$ cat src/rtl/spi2gpio_pkg.sv
// spi2gpio_pkg: shared register-bus constants and arbiter state encoding
package spi2gpio_pkg;
    localparam int         REG_ADDR_SZ   = 5;
    localparam logic [7:0] TIMEOUT_RDATA = 8'h00;
    typedef enum logic [1:0] {IDLE, ISSUE, WAIT, RESP} arb_state_e;
endpackage

$ cat src/rtl/rr_arb2.sv
// rr_arb2: two-way round-robin grant; ptr is the last granted requester
module rr_arb2 (
    input  logic [1:0] req,
    input  logic       ptr,
    output logic [1:0] gnt
);
    assign gnt[0] = req[0] & (~req[1] | ptr);
    assign gnt[1] = req[1] & (~req[0] | ~ptr);
endmodule

$ cat src/rtl/reg_bus_arbiter.sv
// reg_bus_arbiter: shares one register bus between two requesters, one access outstanding
module reg_bus_arbiter
    import spi2gpio_pkg::*;
#(
    parameter int ADDR_W      = REG_ADDR_SZ,
    parameter int TIMEOUT_CYC = 255
) (
    input  logic              i_clk,
    input  logic              i_rst_n,
    input  logic              i_req0,
    input  logic              i_req1,
    input  logic              i_wr0,
    input  logic              i_wr1,
    input  logic [ADDR_W-1:0] i_addr0,
    input  logic [ADDR_W-1:0] i_addr1,
    input  logic [7:0]        i_wdata0,
    input  logic [7:0]        i_wdata1,
    output logic              o_ack0,
    output logic              o_ack1,
    output logic [7:0]        o_rdata,
    output logic              o_err,
    output logic              o_bus_rd_n,
    output logic              o_bus_wr_n,
    output logic [ADDR_W-1:0] o_bus_addr,
    output logic [7:0]        o_bus_wdata,
    input  logic [7:0]        i_bus_rdata,
    input  logic              i_bus_busy
);
    arb_state_e state, state_nxt;
    logic       last;
    logic       wr;
    logic [1:0] gnt;
    logic [7:0] cnt;
    logic       timeout;

    rr_arb2 u_rr_arb2 (.req({i_req1, i_req0}), .ptr(last), .gnt(gnt));

    assign timeout = cnt == 8'(TIMEOUT_CYC - 1);

    always_comb begin
        state_nxt = state;
        case (state)
            IDLE:    state_nxt = |gnt ? ISSUE : IDLE;
            ISSUE:   state_nxt = WAIT;
            WAIT:    state_nxt = (!i_bus_busy || timeout) ? RESP : WAIT;
            RESP:    state_nxt = IDLE;
            default: state_nxt = IDLE;
        endcase
        o_bus_rd_n = !(state == ISSUE && !wr);
        o_bus_wr_n = !(state == ISSUE && wr);
        o_ack0     = state == RESP && !last;
        o_ack1     = state == RESP && last;
    end

    always_ff @(posedge i_clk or negedge i_rst_n) begin
        if (!i_rst_n) state <= IDLE;
        else          state <= state_nxt;
    end

    // last doubles as the winner id of the outstanding access
    always_ff @(posedge i_clk or negedge i_rst_n) begin
        if (!i_rst_n) begin
            last        <= 1'b1;
            wr          <= 1'b0;
            o_bus_addr  <= '0;
            o_bus_wdata <= '0;
            o_rdata     <= '0;
            o_err       <= 1'b0;
            cnt         <= '0;
        end else begin
            if (state == IDLE && |gnt) begin
                last        <= gnt[1];
                wr          <= gnt[1] ? i_wr1 : i_wr0;
                o_bus_addr  <= gnt[1] ? i_addr1 : i_addr0;
                o_bus_wdata <= gnt[1] ? i_wdata1 : i_wdata0;
            end
            if (state == ISSUE) cnt <= '0;
            else if (state == WAIT && cnt != 8'hFF) cnt <= cnt + 8'd1;
            if (state == WAIT && !i_bus_busy) begin
                if (!wr) o_rdata <= i_bus_rdata;
                o_err <= 1'b0;
            end else if (state == WAIT && timeout) begin
                o_rdata <= TIMEOUT_RDATA;
                o_err   <= 1'b1;
            end
        end
    end
endmodule

$ cat config.mk
export PLATFORM = sky130hd
export DESIGN_NAME = reg_bus_arbiter
export DESIGN_NICKNAME = d
export VERILOG_FILES = /design/src/rtl/spi2gpio_pkg.sv /design/src/rtl/rr_arb2.sv /design/src/rtl/reg_bus_arbiter.sv
export SDC_FILE = /design/constraint.sdc
export NUM_CORES = 1
export LEC_CHECK = 0
export ABC_AREA = 1
export CORE_UTILIZATION = 45
export CTS_CLUSTER_SIZE = 16
export DETAILED_ROUTE_END_ITERATION = 12
export PLACE_DENSITY = 0.79
export SKIP_CTS_REPAIR_TIMING = 1
export SLEW_MARGIN = 20
export SYNTH_ARGS = -nofsm -noshare
export SYNTH_HDL_FRONTEND = slang
export SYNTH_SLANG_ARGS = --single-unit
$ cat constraint.sdc
create_clock -name i_clk -period 2.25 [get_ports i_clk]
set_input_delay 0.225 -clock i_clk [delete_from_list [all_inputs] [get_ports i_clk]]
set_output_delay 0.225 -clock i_clk [all_outputs]
set_load 0.01 [all_outputs]
# Word level (Yosys, flattened, before mapping)
# Cells that the tools add are included.
[totals]
register_bits = 34
out_inout_bits = 26
[op_classes]
addsub = 1
eq_ne = 6
n_mux = 13
bitwise = 7
reduce_logical = 19
[op_table]
columns = ["op", "count"]
rows = [
  ["$mux 8", 6],
  ["$add 8x1->8 const B", 1],
  ["$eq 8x8->1 const B", 1],
  ["$logic_and 1x1->1", 8],
  ["$ne 8x8->1 const B", 1],
  ["$pmux 2 s4", 1],
  ["$logic_not 1->1", 5],
  ["$mux 1", 5],
  ["$mux 5", 1],
  ["$eq 2x2->1 const B", 2],
  ["$reduce_bool 2->1", 2],
  ["$not 1->1", 3],
  ["$and 1x1->1", 2],
  ["$eq 2x1->1 const B", 1],
  ["$logic_not 2->1", 1],
  ["$ne 2x2->1 const B", 1],
  ["$or 1x1->1", 2],
  ["$reduce_and 2->1", 1],
  ["$reduce_or 2->1", 1],
  ["$logic_or 1x1->1", 1],
]

# Longest topological paths before layout
# Gate-level depths: netlist of run 1.
[logic_depth]
depth_word = 6
ltp_mapped = 9
depth_no_buf = 9

# By module
# A second synthesis of run 1 with hierarchy kept.
[unflattened]
cells_unflattened = 223
area_unflattened_um2 = 1764.2
[modules_own_cells]
columns = ["mod", "instances", "cells_each", "area_per_inst_um2", "seq_area_each_um2"]
rows = [
  ["reg_bus_arbiter", 1, 219, 1736.7, 852.1],
  ["rr_arb2", 1, 4, 27.5, 0.0],
]

# Least setup slack after synthesis of run 1
# No wires, ideal clock.
[synth_timing]
path_type = "reg-to-reg"
from = "register state[0]"
to = "register o_rdata[0]"
arrival_time_ps = 1218
t_required_ps = 2132
slack_ps = 914
stages_incl_launch_ff = 8
path_buffers = 0
path_cell_list = "dfrtp_1 -> inv_1 -> ha_1 -> inv_1 -> nor2_2 -> nand3b_2 -> nand3_1 -> nand2_1"
[synth_between]
elab_chain_cells = 4
[synth_rtl]
columns = ["item", "line", "rtl"]
rows = [
  ["start, declared", "reg_bus_arbiter.sv:29", "arb_state_e state, state_nxt;"],
  ["start signal, assigned", "reg_bus_arbiter.sv:57", "else state <= state_nxt;"],
  ["$eq 2x2->1 *", "reg_bus_arbiter.sv:79, reg_bus_arbiter.sv:82", ""],
  ["$logic_and 1x1->1, on equally long branches", "reg_bus_arbiter.sv:79, reg_bus_arbiter.sv:82", ""],
  ["$ne 2x2->1 (no line) or $reduce_bool 2->1 (tied branches)", "--", ""],
  ["$reduce_and 2->1 (no line)", "--", ""],
  ["end signal, assigned", "reg_bus_arbiter.sv:80", "if (!wr) o_rdata <= i_bus_rdata;"],
  ["end, declared", "reg_bus_arbiter.sv:20", "output logic [7:0] o_rdata,"],
]
# Mark *: on every way between the ends. The rest lies on a longest branch, timed or not.
# A chain may end at the register's enable or synchronous reset.

# Final worst setup path of run 1
[layout_timing]
from = "register state[1]"
to = "output port o_bus_rd_n"
[layout_between]
elab_chain_cells = 3
[layout_rtl]
columns = ["item", "line", "rtl"]
rows = [
  ["$eq 2x1->1", "reg_bus_arbiter.sv:49", "o_bus_rd_n = !(state == ISSUE && !wr);"],
  ["$logic_and 1x1->1", "reg_bus_arbiter.sv:49", ""],
  ["$logic_not 1->1", "reg_bus_arbiter.sv:49", ""],
  ["end, declared", "reg_bus_arbiter.sv:22", "output logic o_bus_rd_n,"],
]
# Every way passes these cells.

==> run metrics, run 1 <==
EDFF count, synth=0; Rows=22; average routed wire per standard cell=11.18 um; layout cells sized above 1=0.07921; worst-skew pair later-pin latency=0.28 ns; CORE AREA=approximately 3800 sq um; Antenna Nets Post-Route=0; Via density=4.775; routed via count=1676; CTS Buf Count=5; Yosys warnings=0; Port Buffer Count=66; WL final=slightly below 4000 um; Congestion Overflow GR=0; sequential area share after synthesis=0.4661; DP Wirelength=around 3000 um; Async S/R FF share, synth=1.000; DRC Markers=0; # diodes=0; Layout area overhead=43.26%; first-pass GRT wire length=between 7000 and 8000 um; largest net degree at the start of global routing=35; post-synth cell types=23; die area=4321 sq um; Post-DP Area=2527 sq um; min Tclk post-route=1.854 ns; CP max stage cell=clkdlybuf4s50_1; cell taking the most area after synthesis=dfrtp_1; Critical Path RT=slightly above 2 ns; sequential power share=0.363; final setup TNS=0 ns; crit start category=flop; PD cells=1095 nW/um^2; # H-tree levels=2; Leak=1.290 nW; RSZ-0062 raised after global routing=no; Synth Register Bits=34; Final Hold Fails=0; Worst Setup Path Type=flop to output port; CTS tree=yes; Layout Nets=350; Internal=1.778 mW; initial core utilization=0.4847; net switching fraction of the power=0.3799; drt pass-1 iters=4; Switching Power=1.089 mW; delay of the slowest critical-path stage=between 0.5 and 0.6 ns; Finished Cell Area=2619 sq um; clock power share=0.160; Crit Path Max Fanout=6; Synth Area per Inst=7.879 sq um; worst hold margin=0.3399 ns; initial drt markers=98; post-synthesis net count=280; Synth Instances=roughly 230; Worst Path Arrival=1.63 ns; most frequent cells after synthesis=nand2_1 (89), dfrtp_1 (33), inv_1 (29), nand3_1 (16), o211ai_1 (13); initial antenna violation count=0; HP Class=primary input to asynchronous set/reset pin; RePlAce Congestion=a little under 0.9; CTS Buffer Depth=2; Gate power share=0.477; VDD IR max=0.5330 mV; GRT Total Usage=0.2197; Worst Setup End Kind=output port; CP cell instances=inv_1 > ha_1 > nand2_1 > clkdlybuf4s50_1; Buf/Inv on CP=2; Die Height=65.74 um; clock sinks=34; main area contributors after synthesis=dfrtp_1 (45%), nand2_1 (18%), inv_1 (6.0%); top cell type's share of synthesized area=0.4517; Max Transition Viols Final=0; Die X=65.74 um; worst-margin pin slew=0.4400 ns; Final Skew=0.004789 ns; Final setup viols=0; Slew HR=0.7056; Fill cells=315; vias in the first global route=1578; fmax=539.2 MHz; status=finished, final reports clean; clock-pin transition on the worst setup and hold timing paths=0.07 ns; IO Pins=67; CP top delay family=buffers and inverters; Tcrit/Tclk final=0.8242; Synth Cell Area=1828 sq um; Root Driver=clkbuf_8; most common cell in the netlist=nand2_1; Synth Flop Type=dfrtp_1; Max Cap Viol=0
==> state kept, by name, summed over array words and instances, names as in the netlist <==
register,flops
cnt,8
o_bus_addr,5
o_rdata,8
o_bus_wdata,8
last,1
state,2
o_err,1
wr,1
==> metrics by stage <==
stage	std cells	util	power, mW	setup WS (ns)
after floorplan	232	-	1.797	0.9139
after global placement	343	0.6702	2.403	0.7000
after detailed placement	343	0.6702	2.434	0.6319
after CTS	351	0.6944	2.908	0.3817
after global routing	351	0.6944	3.134	0.2726
final	351	0.6944	2.867	0.3956
==> layout make-up <==
type | count | area, sq um | area share
Clock inverter | 1 | 5.005 | 0.001911
Tap cell | 48 | 60.06 | 0.02293
Timing Repair Buffer | 67 | 668.1 | 0.2551
Multi-Input combinational cell | 162 | 824.5 | 0.3149
Sequential cell | 34 | 852.1 | 0.3254
Clock buffer | 7 | 86.33 | 0.03297
Inverter | 32 | 122.6 | 0.04682
==> path summary, 6_finish.rpt <==
check / from / endpoint / slack, ns / depth (start not counted)
max: state[1]$_DFF_PN0_ / o_bus_rd_n / 0.40 / 4
min: i_rst_n / wr$_DFFE_PN0P_ / 0.34 / 2
min in group i_clk: i_bus_rdata[6] / o_rdata[6]$_DFFE_PN0P_ / 0.48 / 3
min reg2reg: o_err$_DFFE_PN0P_ / o_err$_DFFE_PN0P_ / 0.48 / 2
max reg2reg: state[0]$_DFF_PN0_ / o_rdata[5]$_DFFE_PN0P_ / 0.65 / 7
max in group asynchronous: i_rst_n / last$_DFFE_PN1P_ / 1.59 / 2
==> layout by cell type, fill, tap and decap left out, types with 2 or more instances in the layout <==
cell type,synthesis,routed
a21oi_1,2,2
clkbuf_8,0,6
clkdlybuf4s50_1,0,66
dfrtp_1,33,33
ha_1,7,7
inv_1,29,29
inv_2,2,2
nand2_1,89,89
nand2_2,5,5
nand2_4,2,2
nand3_1,16,16
nand3b_2,2,2
nand4_1,2,2
nor2_1,12,12
nor2_4,2,2
o211ai_1,13,13
o21ai_0,2,2
o21ai_1,5,5
xor2_1,2,2
==> power by group through the flow <==
stage	clock (mW)	sequential, mW	combinational [mW]
final	0.459	1.04	1.37
after global routing	0.512	1.07	1.55
after CTS	0.475	1.04	1.39
after detailed placement	0	1.04	1.40
after global placement	0	1.04	1.36
after floorplan	0	1.10	0.694
==> metal layers <==
metal / share of wire / routed length (um) / GRT usage
met1: 0.46 / 1792 / 0.2859
met2: 0.46 / 1821 / 0.3418
met3: 0.064 / 253 / 0.07118
met4: 0.014 / 56 / 0.07337
met5: 0 / 0 / 0
==> cell families after synthesis <==
family | count (synthesis) | share of synthesized area
AOI/OAI and AO/OA | 22 | 0.07803
xor gates and xnor gates | 2 | 0.009584
adders and majority gates | 7 | 0.04791
buffers and inverters | 36 | 0.08282
DFF | 34 | 0.4661
and+or+nand+nor | 131 | 0.3155
Power figures use the tool's default switching activity.
==> run 2: changes to the inputs <==
- CORE_UTILIZATION: 45 -> 44
- PLACE_DENSITY: 0.79 -> 0.77
- clock period: 2.25 -> 1.8 ns (I/O delays scaled with it)
==> run 2 against run 1 <==
Global-route usage down 1.6 points. Utilization decreased by 3.5 points. Non-clock buffer count is 1 higher. Power up 26%. Clock power rose by 29%. Register-to-register slack got worse by 0.42 ns. Critical endpoint is now o_ack0.
==> run metrics, run 2 (synthesis results as in run 1) <==
delay of the slowest critical-path stage=0.54 ns; final core occ=0.6594; Gate power share=0.479; Worst Setup End Kind=output port; IO Pins=67; r2r startpoint=state[0]$_DFF_PN0_; Die Height=66.46 um; CP max stage cell=clkdlybuf4s50_1; Max Cap Viol=0; Final Hold Fails=0; GRT Total Usage=0.2039; Final setup viols=0; CTS Buffer Depth=2; Rows=23; final setup TNS=0 ns; Slew HR=0.7066; min Tclk post-route=around 1.7 ns; top flop regs=cnt x8, o_bus_wdata x8, o_rdata x8; Internal=2.229 mW; PD cells=1374 nW/um^2; WL final=between 4000 and 5000 um; Port Buffer Count=66; DRC Markers=0; Final Skew=0.004056 ns; Layout area overhead=44.28%; # diodes=0; multi-input logic area=824.5 sq um; Root Driver=clkbuf_8; Tcrit/Tclk final=0.9410; first-pass GRT wire length=6596 um; layout cells sized above 1=0.08553; CP cell instances=ha_1 > inv_1 > nor2_1 > clkdlybuf4s50_1; R2R Setup Slk=0.23 ns; Critical Path RT=1.62 ns; VDD IR max=0.6120 mV; DP Wirelength=between 3000 and 4000 um; CTS tree=yes; CORE AREA=4000 sq um; HP Class=primary input to asynchronous set/reset pin; Worst Path Arrival=1.51 ns; initial drt markers=100; fmax=roughly 590 MHz; clock power share=0.164; Max Transition Viols Final=0; Die X=66.46 um; Leak=between 1 and 1.5 nW; # H-tree levels=2; Switching Power=1.395 mW; initial antenna violation count=0; Crit Path Max Fanout=3; net switching fraction of the power=0.3850; Worst Setup Path Type=flop to output port; commonest cells after routing, fill and taps aside=nand2_1 (89), clkdlybuf4s50_1 (64), dfrtp_1 (33), inv_1 (29), nand3_1 (16); status=finished, final reports clean; clock-pin transition on the worst setup and hold timing paths=0.07 ns; Fill cells=around 340; commonest non-fill, non-tap cell in the layout=nand2_1; drt pass-1 iters=4; overall power=3.624 mW; RePlAce Congestion=0.8267; worst-skew pair later-pin latency=around 0.29 ns; RSZ-0062 raised after global routing=no; average routed wire per standard cell=11.61 um; Layout Nets=351; largest net degree at the start of global routing=35; routed via count=1679; Via density=4.743; clock sinks=34; FF+latch area=852.1 sq um; worst-margin pin slew=0.4385 ns; R2R Path End=o_rdata[7]$_DFFE_PN0P_; Antenna Nets Post-Route=0; crit start category=flop; vias in the first global route=1515; worst r2r path cells=8; initial core utilization=0.4570; sequential power share=0.358; CTS Buf Count=5; Congestion Overflow GR=0; die area=4416 sq um
run 2: cell types whose count changed in the layout (fill, tap and decap cells not counted), sizes merged:
cell,previous run,this run
dlymetal6s2s,0,2
clkbuf,7,6
buf,1,2
clkinvlp,0,1
clkdlybuf4s50,66,64
run 2: power groups by stage:
| stage | Combinational (mW) | Sequential (mW) | Clock [mW] |
|---|---|---|---|
| 3_5_place_dp | 1.76 | 1.30 | 0 |
| 4_1_cts | 1.76 | 1.30 | 0.607 |
| 3_3_place_gp | 1.72 | 1.31 | 0 |
| 6_report | 1.73 | 1.30 | 0.593 |
| 5_1_grt | 1.93 | 1.33 | 0.647 |
| 2_1_floorplan | 0.867 | 1.38 | 0 |
run 2: layout make-up:
cell class	instances	share of cell area
clock buffer	6	0.03131
multi-input combinational	162	0.3126
inverter	32	0.04649
tap	50	0.02372
clock inverter	2	0.004744
sequential	34	0.3231
timing repair buffer	68	0.2581
run 2: metrics by stage:
stage	hold WS (ns)	cell area, sq um	std cells	setup WS [ns]
global placement	0.4635	2537	346	0.2729
floorplan	-0.1156	1828	232	0.4639
finish	0.2932	2638	354	0.1062
global route	0.3492	2638	354	0.04207
detailed placement	0.4651	2537	346	0.2060
CTS	0.3102	2633	354	0.02209
run 2: worst max path at each step:
stage                       startpoint                    endpoint  cells past startpoint
finish              state[0]$_DFF_PN0_                      o_ack0                      4
global route        state[0]$_DFF_PN0_                      o_ack0                      4
CTS                 state[1]$_DFF_PN0_                  o_bus_wr_n                      4
detailed placement              i_req0  o_bus_wdata[5]$_DFFE_PN0P_                      6
global placement                i_req0  o_bus_wdata[7]$_DFFE_PN0P_                      6
floorplan           state[0]$_DFF_PN0_      o_rdata[0]$_DFFE_PN0P_                      7
run 2: worst max-delay path, delay by kind of cell, from the launching register on:
family | cells | cell delay (ns)
fa+ha+maj | 1 | 0.19
buf+inv | 2 | 0.58
flops | 1 | 0.38
simple gates | 1 | 0.07
run 2: metal layers:
metal,vias up,routed length (um),global-route usage
li1,867,-,-
met1,750,1737,0.2508
met5,-,0,0
met2,56,1994,0.3151
met4,0,55,0.07979
met3,6,324,0.08562
